<file path="src/rtl/icache_direct_mapped.sv">
// ---------------------------------------------------------------------------
// icache_direct_mapped
//
// Direct-mapped instruction cache with one 32-bit word per frame. It sits
// between the fetch stage and the memory arbiter. A hit returns the word in
// the same cycle. A miss records the word address, moves to FILL, fetches
// the word from memory, installs it, and then returns to IDLE. The fetch
// stage re-presents the address and hits on the following cycle.
//
// Ports
//   CLK, RST     clock; synchronous active-high reset
//   imemREN      fetch request from the datapath
//   imemaddr     fetch byte address; bits [1:0] are ignored
//   ihit         imemload is valid this cycle
//   imemload     instruction word, or 0 when ihit is low
//   flush        invalidates every frame at the next posedge
//   iREN/iaddr   memory read request and word address (registered)
//   iwait/iload  memory busy flag and read data
//   hit_count    number of accesses that hit (wraps at 2^32)
//   miss_count   number of misses started (wraps at 2^32)
//
// Memory handshake: iREN is the request "valid" and ~iwait is the "ready".
// A transfer occurs on a posedge where iREN=1 and iwait=0, and iload is
// captured in that cycle. Once iREN is raised, it and iaddr stay stable
// until that transfer occurs. They are then dropped in the following cycle.
// ---------------------------------------------------------------------------
module icache_direct_mapped #(
  parameter  int SETS  = 16,
  localparam int IDX_W = $clog2(SETS),
  localparam int TAG_W = 30 - IDX_W
) (
  input  logic        CLK,
  input  logic        RST,
  input  logic        imemREN,
  input  logic [31:0] imemaddr,
  output logic        ihit,
  output logic [31:0] imemload,
  input  logic        flush,
  output logic        iREN,
  output logic [31:0] iaddr,
  input  logic        iwait,
  input  logic [31:0] iload,
  output logic [31:0] hit_count,
  output logic [31:0] miss_count
);

  typedef enum logic {
    IDLE = 1'b0,
    FILL = 1'b1
  } state_t;

  // FSM state; this is the signal that debug probes and checkers look at.
  state_t state;

  // Frame storage. Only the valid bits are reset.
  logic [SETS-1:0]  valid_q;
  logic [TAG_W-1:0] tag_q  [SETS];
  logic [31:0]      data_q [SETS];

  // Word address of the miss that is outstanding (bits [31:2]).
  logic [29:0]      miss_word;
  logic             iren_q;
  logic [31:0]      iaddr_q;

  logic [IDX_W-1:0] idx;
  logic [TAG_W-1:0] tag;
  logic [IDX_W-1:0] fill_idx;
  logic [TAG_W-1:0] fill_tag;
  logic             lookup_hit;
  logic             start_miss;
  logic             fill_done;
  logic             unused_addr_bits;

  assign idx      = imemaddr[IDX_W+1:2];
  assign tag      = imemaddr[31:IDX_W+2];
  assign fill_idx = miss_word[IDX_W-1:0];
  assign fill_tag = miss_word[29:IDX_W];

  // Byte offset within the word plays no role in a word-wide cache.
  assign unused_addr_bits = ^imemaddr[1:0];

  // While flush is high, lookups are suppressed. No hit is reported, no miss
  // is started, and nothing is counted.
  assign lookup_hit = (state == IDLE) && imemREN && !flush &&
                      valid_q[idx] && (tag_q[idx] == tag);
  assign start_miss = (state == IDLE) && imemREN && !flush && !lookup_hit;
  assign fill_done  = (state == FILL) && !iwait;

  assign ihit     = lookup_hit;
  assign imemload = lookup_hit ? data_q[idx] : 32'h0;
  assign iREN     = iren_q;
  assign iaddr    = iaddr_q;

  // Control FSM with registered memory-side outputs.
  always_ff @(posedge CLK) begin
    if (RST) begin
      state     <= IDLE;
      iren_q    <= 1'b0;
      iaddr_q   <= 32'h0;
      miss_word <= 30'h0;
    end else begin
      case (state)
        IDLE: begin
          if (start_miss) begin
            state     <= FILL;
            iren_q    <= 1'b1;
            iaddr_q   <= {imemaddr[31:2], 2'b00};
            miss_word <= imemaddr[31:2];
          end
        end
        FILL: begin
          // imemaddr is ignored here; the latched miss address drives the fill.
          if (!iwait) begin
            state   <= IDLE;
            iren_q  <= 1'b0;
            iaddr_q <= 32'h0;
          end
        end
        default: begin
          state   <= IDLE;
          iren_q  <= 1'b0;
          iaddr_q <= 32'h0;
        end
      endcase
    end
  end

  // Valid bits. Flush overrides a fill that completes in the same cycle, so
  // the frame that was just written stays invalid.
  always_ff @(posedge CLK) begin
    if (RST) begin
      valid_q <= '0;
    end else if (flush) begin
      valid_q <= '0;
    end else if (fill_done) begin
      valid_q[fill_idx] <= 1'b1;
    end
  end

  // Tag and data are written on every completed fill, even under flush.
  // This is harmless because the valid bit stays clear. A memory response
  // that arrives together with reset is dropped.
  always_ff @(posedge CLK) begin
    if (fill_done && !RST) begin
      tag_q[fill_idx]  <= fill_tag;
      data_q[fill_idx] <= iload;
    end
  end

  // Statistics counters.
  always_ff @(posedge CLK) begin
    if (RST) begin
      hit_count  <= 32'h0;
      miss_count <= 32'h0;
    end else begin
      if (lookup_hit) hit_count  <= hit_count + 32'd1;
      if (start_miss) miss_count <= miss_count + 32'd1;
    end
  end

endmodule
</file>
<file path="config.mk">
export PLATFORM = sky130hd
export DESIGN_NAME = icache_direct_mapped
export DESIGN_NICKNAME = d
export VERILOG_FILES = /design/src/rtl/icache_direct_mapped.sv
export SDC_FILE = /design/constraint.sdc
export NUM_CORES = 1
export LEC_CHECK = 0
export ABC_AREA = 0
export CORE_ASPECT_RATIO = 1.75
export CORE_MARGIN = 1
export CORE_UTILIZATION = 30
export CTS_CLUSTER_SIZE = 14
export DETAILED_ROUTE_END_ITERATION = 7
export PLACE_DENSITY = 0.45
export SLEW_MARGIN = 10
export SYNTH_ARGS = -nofsm -noshare
export SYNTH_HDL_FRONTEND = slang
export SYNTH_SLANG_ARGS = --single-unit
</file>
<file path="constraint.sdc">
create_clock -name CLK -period 4.9 [get_ports CLK]
set_input_delay 0.49 -clock CLK [delete_from_list [all_inputs] [get_ports CLK]]
set_output_delay 0.49 -clock CLK [all_outputs]
set_load 0.005 [all_outputs]
</file>
Yosys cells after proc, flatten, opt, wreduce, memory -nomap -nowiden
Memories as Yosys holds them, arrays and structs flattened. Cells that the tools add are included.

Add/subtract/negate cells: 2. Multipliers: 0. Divide/modulo/power cells: 0. Magnitude comparators: 3. Equal/unequal tests: 3. Shift-type cells: 0. Mux-type cells: 16. Bitwise logic cells: 2. Reduce and logical (&&, ||, !) cells: 15.

Operator list (number): 32-bit 2-to-1 mux (3); 32-bit by 1-bit adder with 32-bit output (second input constant) (2); 32-bit case mux with 2 select lines (1); 26-bit == test (1); 16-bit bitwise OR (1); 4-bit by 5-bit < comparator with 1-bit output (second input constant) (2); 1-bit logical AND (8); 1-bit 2-to-1 mux (8); 1-bit binary-select mux with 4-bit select (1); 1-bit demux with 4-bit select (1); 4-bit by 1-bit greater-or-equal comparator with 1-bit output (second input constant) (1); 1-bit logical NOT (4); 2-bit != test (second input constant) (2); 1-bit case mux with 2 select lines (2); 2-bit AND reduction (2); 2-bit OR reduction (1); 1-bit inverter (1).

Bits in registers: 144. Bits in latches: 0. Memory bits (writable): 928. ROM bits: 0. Input bits: 69. Logic and storage cells: 50. Memories: 2.

Memories: data_q (depth 16, bits a word 32, rd ports 1, clocked after memory_dff 0, write ports 1, RTL line 58) `logic [31:0] data_q [SETS];`; tag_q (depth 16, bits a word 26, rd ports 1, clocked after memory_dff 0, write ports 1, RTL line 57) `logic [TAG_W-1:0] tag_q [SETS];`.

Longest topological paths before layout
Word-level depth: 9. Depth in mapped cells: 16.

Worst setup path before layout
No wires, ideal clock.

Path type: in2reg. From: input port RST. To: memory data_q[3][0], enable pin. Data arrival time: 3724 ps. Required time: 4426 ps. Path slack: 702 ps. Cell stages on the path: 5. Path buffers: 3. Path through: clkbuf_1 > clkbuf_1 > clkbuf_1 > nand3b_1 > nor2_1.

Longest elaborated chain between the ends: 4.

RTL lines: from (decl) (RTL line 33) `input logic RST,`; 1-bit logical NOT (RTL line 144) `if (fill_done && !RST) begin`; 1-bit logical AND (RTL line 144); 1-bit 2-to-1 mux (RTL line 144); 1-bit 2-to-1 mux (not written as such) (RTL line 146) `data_q[fill_idx] <= iload;`; to (decl) (RTL line 58).

No other way between the ends.

Worst setup path after layout
From: input port imemaddr[4]. To: output port imemload[15].

Longest elaborated chain between the ends: 5.

RTL lines: from (decl) (RTL line 35) `input logic [31:0] imemaddr,`; branches (longest 4 deep; another with memory read 16 x 26 bit); 32-bit 2-to-1 mux * (RTL line 90) `assign imemload = lookup_hit ? data_q[idx] : 32'h0;`; to (decl) (RTL line 37) `output logic [31:0] imemload,`.

Every way passes the cells marked *. The select of a mux whose other input is x is not followed.

==> flow_summary.yaml <==
setup_path:
  slowest_delay_ps: 520
  path_cells: "buf_8, buf_4, mux4_2, mux2i_1, xnor2_1, nor4b_1, a31oi_1, nor2_1, nand4_1, buf_4, bufbuf_16, nor2b_1, clkdlybuf4s50_1"
  crit_arrival_ps: 4170
  cp_data_required_time_ps: 4410
  critical_path.top_delay_family: "buffers and inverters"
  reg2reg_to: "miss_count[20]$_SDFFE_PP0P_"
  cp_max_fo: 33
  timing.rr.start: "tag_q[7][19]$_DFFE_PP_"
  end_kind: "primary output"
  critPathSlowestCell: "clkdlybuf4s50_1"
  worst_path_most_repeated_cell: "buf_4"
  reg2reg_slack_ps: 1160
  ff2ff_path_depth: 14
  critPathKind: "input port to primary output"
  start_kind: "input port"
  path_buf_inv: 5
power_and_ir_drop:
  ir_worst_vdd_mv: 0.323
  p_leak_nw: 16.6
  p_per_area_nw_per_um2: 375
logic_synthesis:
  ys.flop_type: "edfxtp_1"
  syn_inst: 2332
  synth_compound_area_frac: 0.0279
  synth_top_family_by_area: "multiplexers"
  muxShareOfSynthArea: 0.157
  synth-adder-area-share: 0.000585
  ys_seq_area_frac: 0.718
  ys_types: 64
  synth-seq-cells: 1070
  synthArstFlopShare: 0
  syn_area_per_cell_um2: 18.4
  synth_xor_area_frac: 0.00901
  syn_area_um2: 42800
  ys_warn_count: 0
  synthSimpleGateAreaFrac: 0.0687
  synth_edf_count: 928
sta:
  final.setup_skew_ps: 29.6
  rsz0062_at_grt: "false"
  min_period_ps: 4660
  min_period_over_period: 0.951
  hold_violations: 0
  finalWorstSetupSlack_ps: 240
  drv_slew: 0
  max_freq_mhz: 215
  worst_slew_pin_slew_ps: 1020
  setup_violations: 0
  tns_ps: 0
  maxSlewHeadroom: 0.319
floorplanning:
  rows: 183
  die-height_um: 502
  io_pins: 199
  die_w_um: 288
  coreArea_um2: 142000
  initial_core_util: 0.302
  die_area_um2: 144000
cells_and_area:
  multi_input_area_um2: 11400
  fillCellCount: 13185
  area_delta_synth_final_pct: 19.3
  drive_gt1_frac: 0.206
  regArea_um2: 30700
  nets: 2667
  final_area_um2: 51100
global_routing:
  grtUsageMet3: 0.0291
  grt_pass1_vias: 24303
  antenna_found_initial: 8
  use_met2: 0.296
  grt_max_degree: 90
  grt_pass1_wl_um: 174000
  grt_overflow: 0
  top_usage_layer: "met2"
  track_usage: 0.168
  grt.met1_usage: 0.205
placed_design:
  pre_cts_ws_ps: 171
  port_buffers: 194
  placed_cell_area_um2: 47500
  dpl.hpwl_um: 68900
  gp_congestion: 0.827
clocking:
  cts_tree: "yes"
  cts-root-buf: "clkbuf_16"
  clkTransAtPathRegs_ps: 60
  clk_latency_ps: 710
  cts_buffers: 107
  numClockSinks: 1070
  htree_levels: 3
  hold_buffers: 0
  cts_buffer_depth: 3
detailed_routing:
  routed_wl_um: 120000
  drt_iter0_drc: 1387
  vias: 22957
  remaining_drc_errors: 0
  firstDrtPassIters: 5
  vias_per_cell: 5.06
  ant_nets: 0
  wire_per_inst_um: 26.5
min_path:
  hold_depth: 2
  hold_path.class: "input port to register"
  holdCritStartpoint: "RST"
  hold_end: "iREN$_SDFFE_PP0P_"
job:
  drv_cap: 0
status:
  run_status: "completed"
-- per-layer routing --
layer / vias to the layer above / routed length, µm
li1: 9950 / -
met1: 12243 / 48700
met4: 14 / 3240
met5: - / 86
met3: 172 / 5850
met2: 578 / 62300
-- power breakdown --
part / internal, mW / switching, mW / total, mW
Clock: 4.75 / 3.47 / 8.21
Sequential: 9.92 / 0.0659 / 9.98
Combinational: 0.417 / 0.508 / 0.925
Total: 15.1 / 4.04 / 19.1
-- state kept, by name, summed over array words and instances (netlist names) --
register / cells
miss_count: 32
iREN: 1
miss_word: 30
state: 1
hit_count: 32
iaddr: 30
valid_q: 16
tag_q: 416
data_q: 512
-- cell usage after synthesis, types with 24 or more instances --
cell	instances	area (µm²)
mux4_2	241	5430
buf_4	24	180
mux2i_1	66	661
nor2b_1	78	488
xnor2_1	28	245
a21oi_1	46	230
nand3_1	42	210
nand2_1	46	173
edfxtp_1	928	27900
nor2_1	105	394
clkbuf_1	80	300
nand4b_1	30	263
nand3b_1	32	240
o21ai_0	67	335
dfxtp_1	142	2840
mux2_1	33	372
nand2b_1	44	275
-- cells in the final DEF, fill, tap and decap left out, drive strengths merged, types with 30 or more instances in the layout --
master,count
nand4b,30
dfxtp,142
nand3,42
nand3b,32
clkdlybuf4s50,189
buf,110
mux4,243
mux2,52
nand2b,44
nand2,46
nor2,105
clkbuf,131
a21oi,46
clkinv,41
edfxtp,928
mux2i,66
nor2b,78
o21ai,67
-- how the worst max path moves through the flow --
stage	start	to	slack, ps	cells after the start
finish	imemaddr[4]	imemload[15]	240	13
CTS	tag_q[0][13]$_DFFE_PP_	imemload[4]	50	14
detailed placement	imemaddr[2]	imemload[4]	170	13
global placement	imemaddr[4]	imemload[4]	10	13
global route	tag_q[0][13]$_DFFE_PP_	imemload[3]	30	14
floorplan	RST	data_q[3][0]$_DFFE_PP_	700	5
-- logic make-up (layout without fill, tap and decap cells) --
logic type | after synthesis | in the layout
adders and majority gates | 2 | 2
xor gates and xnor gates | 44 | 44
and+or+nand+nor | 509 | 509
buffers and inverters | 155 | 505
DFF | 1070 | 1070
other | 1 | 3
muxes | 361 | 361
AOI/OAI and AO/OA | 190 | 190
-- per-stage QoR --
step | total power [mW] | utilization | instances | hold WS [ps]
6_report | 19.1 | 0.360 | 4534 | 238
5_1_grt | 19.7 | 0.360 | 4534 | 239
4_1_cts | 19.4 | 0.360 | 4533 | 185
3_5_place_dp | 11.1 | 0.335 | 4335 | 459
3_3_place_gp | 11.1 | 0.335 | 4335 | 445
2_1_floorplan | 10.7 | - | 2333 | 431
-- repair_timing --
item	4_1_cts	5_1_grt
cloned	1	0
endpoints found under the setup margin	13	33
pin swaps	1	0
endpoints found under the hold margin	0	0
setup buffers	1	0
gates resized for setup	1	5
-- cell type report --
cell class	count	area share
sequential	1070	0.601
multi-input combinational	1108	0.224
timing repair buffer	300	0.0605
clock buffer	131	0.0550
tap	1850	0.0453
clock inverter	65	0.0129
inverter	9	0.000662
antenna	1	0.0000490
Note: power is estimated with default switching activity, not from simulation.
